File: config.mk
export PLATFORM = sky130hd
export DESIGN_NAME = dsp_pd_arbiter
export DESIGN_NICKNAME = d
export VERILOG_FILES = /design/src/rtl/dsp_pd_pkg.sv /design/src/rtl/dsp_pd_pipe.sv /design/src/rtl/dsp_pd_arbiter.sv
export SDC_FILE = /design/constraint.sdc
export NUM_CORES = 2
export LEC_CHECK = 0
export ABC_CLOCK_PERIOD_IN_PS = 6300
export CORE_ASPECT_RATIO = 1.75
export CORE_MARGIN = 10
export CORE_UTILIZATION = 49
export DETAILED_ROUTE_END_ITERATION = 10
export GPL_TIMING_DRIVEN = 1
export PLACE_DENSITY = 0.79
export SLEW_MARGIN = 40
export SYNTH_ARGS = -nofsm -noshare
export SYNTH_HDL_FRONTEND = slang
export SYNTH_SLANG_ARGS = --single-unit
File: constraint.sdc
create_clock -name clk_i -period 6.3 [get_ports clk_i]
set_clock_uncertainty 0.05 [all_clocks]
set_input_delay 1.26 -clock clk_i [delete_from_list [all_inputs] [get_ports clk_i]]
set_output_delay 1.26 -clock clk_i [all_outputs]
set_load 0.02 [all_outputs]
File: src/rtl/dsp_pd_pkg.sv
// ---------------------------------------------------------------------------
// dsp_pd_pkg
// Shared definitions for the DSP multiply / pattern-detect arbiter slice.
//   - default parameter values for requester count and datapath widths
//   - pd_match(): masked pattern compare, mask bit = 1 ignores that bit
//   - rr_next(): round-robin successor index with wrap to 0
// ---------------------------------------------------------------------------
package dsp_pd_pkg;

    localparam int DEF_NUM_REQ = 4;
    localparam int DEF_A_W     = 27;
    localparam int DEF_B_W     = 15;
    localparam int DEF_P_W     = DEF_A_W + DEF_B_W;
    localparam int DEF_ID_W    = 2;

    // Width the compare helper works at; callers zero-extend into it.
    // Zero-extending product and pattern alike keeps the unused upper bits
    // equal, so they never cause a false mismatch.
    localparam int PD_MAX_W = 64;

    function automatic logic pd_match(input logic [PD_MAX_W-1:0] prod,
                                      input logic [PD_MAX_W-1:0] pattern,
                                      input logic [PD_MAX_W-1:0] mask);
        return (((prod ^ pattern) & ~mask) == '0);
    endfunction

    function automatic int rr_next(input int idx, input int n);
        return (idx + 1 >= n) ? 0 : idx + 1;
    endfunction

endpackage

File: src/rtl/dsp_pd_pipe.sv
// ---------------------------------------------------------------------------
// dsp_pd_pipe
// Three-stage signed multiply + masked pattern-detect pipeline with a
// requester tag carried alongside the data. All stages shift together when
// adv is high and hold completely when it is low (rigid shift register,
// bubbles are kept).
//   stage 1 : operand register (a, b, pattern, mask, id, valid)
//   stage 2 : full-precision signed product, pattern, mask, id, valid
//   stage 3 : output register (valid, id, product, match flag)
// Ports:
//   clk_i, rst_ni           clock, async active-low reset
//   adv                     shift enable for every stage
//   in_valid/in_a/in_b      stage-1 load: valid flag and signed operands
//   in_pattern/in_mask      compare pattern and ignore-mask
//   in_id                   requester tag
//   out_valid/out_id        registered response valid and tag
//   out_prod/out_match      registered product and pattern-match flag
// ---------------------------------------------------------------------------
module dsp_pd_pipe
    import dsp_pd_pkg::*;
#(
    parameter int A_W  = DEF_A_W,
    parameter int B_W  = DEF_B_W,
    parameter int P_W  = DEF_P_W,
    parameter int ID_W = DEF_ID_W
) (
    input  logic            clk_i,
    input  logic            rst_ni,
    input  logic            adv,
    input  logic            in_valid,
    input  logic [A_W-1:0]  in_a,
    input  logic [B_W-1:0]  in_b,
    input  logic [P_W-1:0]  in_pattern,
    input  logic [P_W-1:0]  in_mask,
    input  logic [ID_W-1:0] in_id,
    output logic            out_valid,
    output logic [ID_W-1:0] out_id,
    output logic [P_W-1:0]  out_prod,
    output logic            out_match
);

    logic                  s1_valid;
    logic signed [A_W-1:0] s1_a;
    logic signed [B_W-1:0] s1_b;
    logic [P_W-1:0]        s1_pattern;
    logic [P_W-1:0]        s1_mask;
    logic [ID_W-1:0]       s1_id;

    logic                  s2_valid;
    logic [P_W-1:0]        s2_prod;
    logic [P_W-1:0]        s2_pattern;
    logic [P_W-1:0]        s2_mask;
    logic [ID_W-1:0]       s2_id;

    logic signed [P_W-1:0] a_ext;
    logic signed [P_W-1:0] b_ext;
    logic signed [P_W-1:0] prod_full;
    logic                  s2_match;

    // Both operands are sign-extended to the product width first; since
    // P_W = A_W + B_W the truncated P_W x P_W product is the exact result.
    assign a_ext     = P_W'(s1_a);
    assign b_ext     = P_W'(s1_b);
    assign prod_full = a_ext * b_ext;

    assign s2_match = pd_match(PD_MAX_W'(s2_prod),
                               PD_MAX_W'(s2_pattern),
                               PD_MAX_W'(s2_mask));

    always_ff @(posedge clk_i or negedge rst_ni) begin
        if (!rst_ni) begin
            s1_valid   <= 1'b0;
            s1_a       <= '0;
            s1_b       <= '0;
            s1_pattern <= '0;
            s1_mask    <= '0;
            s1_id      <= '0;
            s2_valid   <= 1'b0;
            s2_prod    <= '0;
            s2_pattern <= '0;
            s2_mask    <= '0;
            s2_id      <= '0;
            out_valid  <= 1'b0;
            out_id     <= '0;
            out_prod   <= '0;
            out_match  <= 1'b0;
        end else if (adv) begin
            // Data fields load unconditionally; they are meaningless while
            // the matching valid bit is low.
            s1_valid   <= in_valid;
            s1_a       <= in_a;
            s1_b       <= in_b;
            s1_pattern <= in_pattern;
            s1_mask    <= in_mask;
            s1_id      <= in_id;

            s2_valid   <= s1_valid;
            s2_prod    <= prod_full;
            s2_pattern <= s1_pattern;
            s2_mask    <= s1_mask;
            s2_id      <= s1_id;

            out_valid  <= s2_valid;
            out_id     <= s2_id;
            out_prod   <= s2_prod;
            out_match  <= s2_match;
        end
    end

endmodule

File: src/rtl/dsp_pd_arbiter.sv
// ---------------------------------------------------------------------------
// dsp_pd_arbiter
// Round-robin front end sharing one dsp_pd_pipe between NUM_REQ requesters.
// At most one operand set is accepted per cycle; the winner's ID travels
// with the data and comes back on the single response channel.
// Ports:
//   clk_i, rst_ni    clock, async active-low reset
//   req_valid_i      per-requester request valid
//   req_ready_o      per-requester grant, one-hot or zero
//   a_i, b_i         packed signed operands, requester i in slice i
//   pattern_i        packed compare patterns
//   mask_i           packed masks, bit = 1 ignores that bit in the compare
//   rsp_valid_o      response valid, held until rsp_ready_i
//   rsp_ready_i      response consumer ready
//   rsp_id_o         requester ID of the response
//   rsp_prod_o       signed product a*b, full precision
//   rsp_match_o      1 when ((prod ^ pattern) & ~mask) == 0
// ---------------------------------------------------------------------------
module dsp_pd_arbiter
    import dsp_pd_pkg::*;
#(
    parameter int NUM_REQ = DEF_NUM_REQ,
    parameter int A_W     = DEF_A_W,
    parameter int B_W     = DEF_B_W,
    parameter int P_W     = DEF_P_W,
    parameter int ID_W    = DEF_ID_W
) (
    input  logic                   clk_i,
    input  logic                   rst_ni,
    input  logic [NUM_REQ-1:0]     req_valid_i,
    output logic [NUM_REQ-1:0]     req_ready_o,
    input  logic [NUM_REQ*A_W-1:0] a_i,
    input  logic [NUM_REQ*B_W-1:0] b_i,
    input  logic [NUM_REQ*P_W-1:0] pattern_i,
    input  logic [NUM_REQ*P_W-1:0] mask_i,
    output logic                   rsp_valid_o,
    input  logic                   rsp_ready_i,
    output logic [ID_W-1:0]        rsp_id_o,
    output logic [P_W-1:0]         rsp_prod_o,
    output logic                   rsp_match_o
);

    logic            adv;
    logic            accept;
    logic [ID_W-1:0] ptr_q;
    logic [ID_W-1:0] cand;
    logic [ID_W-1:0] gnt_idx;
    logic            gnt_found;

    logic [A_W-1:0]  a_sel;
    logic [B_W-1:0]  b_sel;
    logic [P_W-1:0]  pattern_sel;
    logic [P_W-1:0]  mask_sel;

    // The whole pipeline moves as one: it may advance whenever the output
    // slot is empty or being consumed this cycle.
    assign adv = !rsp_valid_o || rsp_ready_i;

    // Search from the pointer upward, wrapping; first valid requester wins.
    always_comb begin
        gnt_found = 1'b0;
        gnt_idx   = '0;
        cand      = '0;
        for (int k = 0; k < NUM_REQ; k++) begin
            cand = ID_W'((int'(ptr_q) + k) % NUM_REQ);
            if (!gnt_found && req_valid_i[cand]) begin
                gnt_found = 1'b1;
                gnt_idx   = cand;
            end
        end
    end

    // Grant is suppressed under reset so nothing looks accepted while the
    // pipeline is being cleared (adv alone would be 1 then).
    always_comb begin
        req_ready_o = '0;
        for (int r = 0; r < NUM_REQ; r++) begin
            if (rst_ni && adv && gnt_found && (gnt_idx == ID_W'(r))) begin
                req_ready_o[r] = 1'b1;
            end
        end
    end

    assign accept = |(req_valid_i & req_ready_o);

    always_comb begin
        a_sel       = '0;
        b_sel       = '0;
        pattern_sel = '0;
        mask_sel    = '0;
        for (int r = 0; r < NUM_REQ; r++) begin
            if (gnt_idx == ID_W'(r)) begin
                a_sel       = a_i[r*A_W +: A_W];
                b_sel       = b_i[r*B_W +: B_W];
                pattern_sel = pattern_i[r*P_W +: P_W];
                mask_sel    = mask_i[r*P_W +: P_W];
            end
        end
    end

    always_ff @(posedge clk_i or negedge rst_ni) begin
        if (!rst_ni) begin
            ptr_q <= '0;
        end else if (accept) begin
            ptr_q <= ID_W'(rr_next(int'(gnt_idx), NUM_REQ));
        end
    end

    dsp_pd_pipe #(
        .A_W  (A_W),
        .B_W  (B_W),
        .P_W  (P_W),
        .ID_W (ID_W)
    ) u_pipe (
        .clk_i      (clk_i),
        .rst_ni     (rst_ni),
        .adv        (adv),
        .in_valid   (accept),
        .in_a       (a_sel),
        .in_b       (b_sel),
        .in_pattern (pattern_sel),
        .in_mask    (mask_sel),
        .in_id      (gnt_idx),
        .out_valid  (rsp_valid_o),
        .out_id     (rsp_id_o),
        .out_prod   (rsp_prod_o),
        .out_match  (rsp_match_o)
    );

endmodule

==> flow_metrics.env <==
export IMPL_reg2reg_to="u_pipe.s2_prod[25]$_DFFE_PN0N_"
export IMPL_antenna_left=0
export IMPL_insertion_delay_ns=0.60
export IMPL_cts_sink_count=306
export IMPL_port_buffers=560
export IMPL_final_common_cell="nand2_1"
export IMPL_reg2reg_slack_ns=0.09
export IMPL_cts_root_buf="clkbuf_16"
export IMPL_synth_distinct_cells=52
export IMPL_synth_seq_area_share=0.2623
export IMPL_synth_fa_ha_area_frac=0.3064
export IMPL_hold_ws_ns=0.4156
export IMPL_hp_start="u_pipe.out_prod[9]$_DFFE_PN0N_"
export IMPL_area_growth_pct=31.50
export IMPL_ios=561
export IMPL_tritoncts="done"
export IMPL_grt_pass1_vias=27510
export IMPL_track_usage=0.2929
export IMPL_cp_slowest_cell="fa_1"
export IMPL_async_flop_share=1.000
export IMPL_min_to="u_pipe.out_prod[9]$_DFFE_PN0N_"
export IMPL_arrival_ns=6.64
export IMPL_rsz0062_at_grt="yes"
export IMPL_grt_max_degree=211
export IMPL_synth_simple_area_share=0.1879
export IMPL_placed_cell_area_sq_um=36610
export IMPL_htree_levels=1
export IMPL_period_minus_slack_ns=6.208
export IMPL_hold_viol=0
export IMPL_worstReg2RegStart="u_pipe.s1_b[0]$_DFFE_PN0N_"
export IMPL_layout_nets=5085
export IMPL_max_freq_ghz=0.1611
export IMPL_max_cap_violations=0
export IMPL_synth_compound_area_frac=0.1331
export IMPL_grt_ovfl_total=0
export IMPL_routed_wl_um=105900
export IMPL_synth_edf_count=0
export IMPL_grt_pass1_wl_um=157500
export IMPL_r2r_cells=25
export IMPL_dp_cells=4808
export IMPL_ys_warn_count=0
export IMPL_via_count=26460
export IMPL_viasPerCell=5.409
export IMPL_crit_top_cell="inv_1"
export IMPL_drive_above_1_share=0.08208
export IMPL_stdcell_count=4891
export IMPL_finalCritPeriodShare=0.9855
export IMPL_cp_data_required_time_ns=6.73
export IMPL_critPathTopFamily="adder cells"
export IMPL_synth_mux_area_frac=0.0003429
export IMPL_hpwlAfterDp_um=84970
export IMPL_fillerInstances=4893
export IMPL_synth_nets=4524
export IMPL_worst_pin_slew_ns=0.8499
export IMPL_drtPass1Iterations=6
export IMPL_relSlewSlack=0.4334
export IMPL_clk_path_buf_depth=3
export IMPL_clk_pin_slew_ns=0.07
export IMPL_drc=0
export IMPL_cp_start_kind="register"
export IMPL_maxSlewViolCount=0
export IMPL_gp_congestion=0.9665
export IMPL_fin_area_sq_um=38380
export IMPL_setup_viol=0
export IMPL_hold_path_depth=2
export IMPL_synth_area_sq_um=29190
export IMPL_postSynthCellCount=3525
export IMPL_grt_antenna_before_repair=14
export IMPL_avgSynthCellArea_sq_um=8.280
export IMPL_endpoint_kind="register"
export IMPL_slowest_delay_ns=0.57
export IMPL_dieHeight_um=342.9
export IMPL_synth_top_family_by_area="adder cells"
export IMPL_start_util=0.4942
export IMPL_path_class="register to register"
export IMPL_synth_xor_area_frac=0.02551
export IMPL_die_area_sq_um=70110
export IMPL_hp_class="register to register"
export IMPL_drtIter0Drc=1865
export IMPL_ys_flop_type="dfrtp_1"
export IMPL_fp_dieW_um=204.5
export IMPL_core_region_area_sq_um=59060
export IMPL_worstPathMaxFanout=10
export IMPL_outcome="complete, no violations"
export IMPL_crit_buf_inv=7
export IMPL_ys_seq_elements=306
export IMPL_fp_row_count=118
export IMPL_layout_common_cells="824 x nand2_1, 559 x clkdlybuf4s50_1, 420 x inv_1, 365 x fa_1, 301 x nor2_1"
export IMPL_tns_ns=0
export IMPL_avgRoutedWirePerCell_um=21.64
export IMPL_cts_buffers=30
through the flow:
step / utilization / worst slack [ns]
floorplan: - / 0.1575
detailed placement: 0.6200 / -0.007199
global placement: 0.6200 / 0.06060
CTS: 0.6372 / 0.0005715
finish: 0.6499 / 0.09153
global route: 0.6498 / -0.1253
cell type report:
| class | count | area (sq um) | share of cell area |
|---|---|---|---|
| Antenna cell | 5 | 12.51 | 0.0003260 |
| Clock buffer | 42 | 867.1 | 0.02259 |
| Clock inverter | 10 | 148.9 | 0.003879 |
| Inverter | 427 | 1603 | 0.04176 |
| Multi-Input combinational cell | 2570 | 19480 | 0.5075 |
| Sequential cell | 306 | 7675 | 0.2000 |
| Tap cell | 780 | 975.9 | 0.02543 |
| Timing Repair Buffer | 751 | 7622 | 0.1986 |
sequential cells by signal (all words and copies together), names as in the netlist, 2 cells and up:
name               flops
u_pipe.out_prod       42
u_pipe.s1_mask        42
u_pipe.s1_pattern     42
u_pipe.s2_mask        42
u_pipe.s2_pattern     42
u_pipe.s2_prod        42
u_pipe.s1_a           27
u_pipe.s1_b           15
ptr_q                  2
u_pipe.out_id          2
u_pipe.s1_id           2
u_pipe.s2_id           2
cell usage after synthesis, drive strengths merged (2+ instances only):
cell      n  area [sq um]
nand2b   16         100.1
xor2     18         157.7
and2    143         894.6
nand2   827          3104
nor2    304          1141
a22oi   126         950.9
o21bai    4         30.03
a21o     16         123.9
nor4      5         31.28
clkbuf  199         767.0
a211o     3         26.28
inv     427          1603
ha      110          1376
o22ai    23         143.9
nor2b     3         18.77
nor3      9         56.31
a311oi    3         38.79
xnor2    67         586.8
o21a      8         60.06
o21ai   165         825.8
dfrtp   306          7657
buf      23         93.84
and3      2         15.01
a211oi    3         27.52
nand3     9         45.04
nand4     4         25.02
a31oi     3         33.78
fa      378          7567
a21oi   308          1553
routing by layer:
layer | track usage | part of all wire | vias up
met5 | 0 | 0.00090 | -
met2 | 0.5270 | 0.52 | 1142
li1 | - | - | 12160
met3 | 0.05581 | 0.072 | 338
met1 | 0.3109 | 0.33 | 12800
met4 | 0.1754 | 0.076 | 12
cells by family (layout without fill, tap and decap cells):
| kind of cell | count (synthesis) | after routing |
|---|---|---|
| XOR/XNOR | 85 | 85 |
| other | 0 | 5 |
| adder cells (fa/ha/maj) | 488 | 488 |
| buffers and inverters | 649 | 1230 |
| AO/OA/AOI/OAI | 670 | 670 |
| multiplexers | 1 | 1 |
| AND/OR/NAND/NOR | 1326 | 1326 |
| flip-flops | 306 | 306 |
worst min-delay path, cell delays in order (launching register included):
cell,delay (ns)
dfrtp_1,0.34
nand2_1,0.05
nand2_1,0.05
repair_timing:
action	in CTS	in global routing
setup endpoints to repair	1	18
pin swaps	1	56
gates resized for setup	0	95
buffers inserted	0	18
hold buffers	0	0
cloned	0	6
worst max-delay path by stage:
| stage | startpoint | to | depth (start not counted) |
|---|---|---|---|
| floorplan | u_pipe.s1_b[1]$_DFFE_PN0N_ | u_pipe.s2_prod[41]$_DFFE_PN0N_ | 20 |
| global placement | u_pipe.s1_b[0]$_DFFE_PN0N_ | u_pipe.s2_prod[41]$_DFFE_PN0N_ | 23 |
| detailed placement | u_pipe.s1_b[0]$_DFFE_PN0N_ | u_pipe.s2_prod[41]$_DFFE_PN0N_ | 23 |
| CTS | u_pipe.s1_b[10]$_DFFE_PN0N_ | u_pipe.s2_prod[41]$_DFFE_PN0N_ | 25 |
| global route | u_pipe.s1_b[13]$_DFFE_PN0N_ | u_pipe.s2_prod[41]$_DFFE_PN0N_ | 21 |
| finish | u_pipe.s1_b[0]$_DFFE_PN0N_ | u_pipe.s2_prod[25]$_DFFE_PN0N_ | 25 |
Power is not shown: default switching activity piles up to over one toggle a cycle in this logic, so the estimate is an artifact.
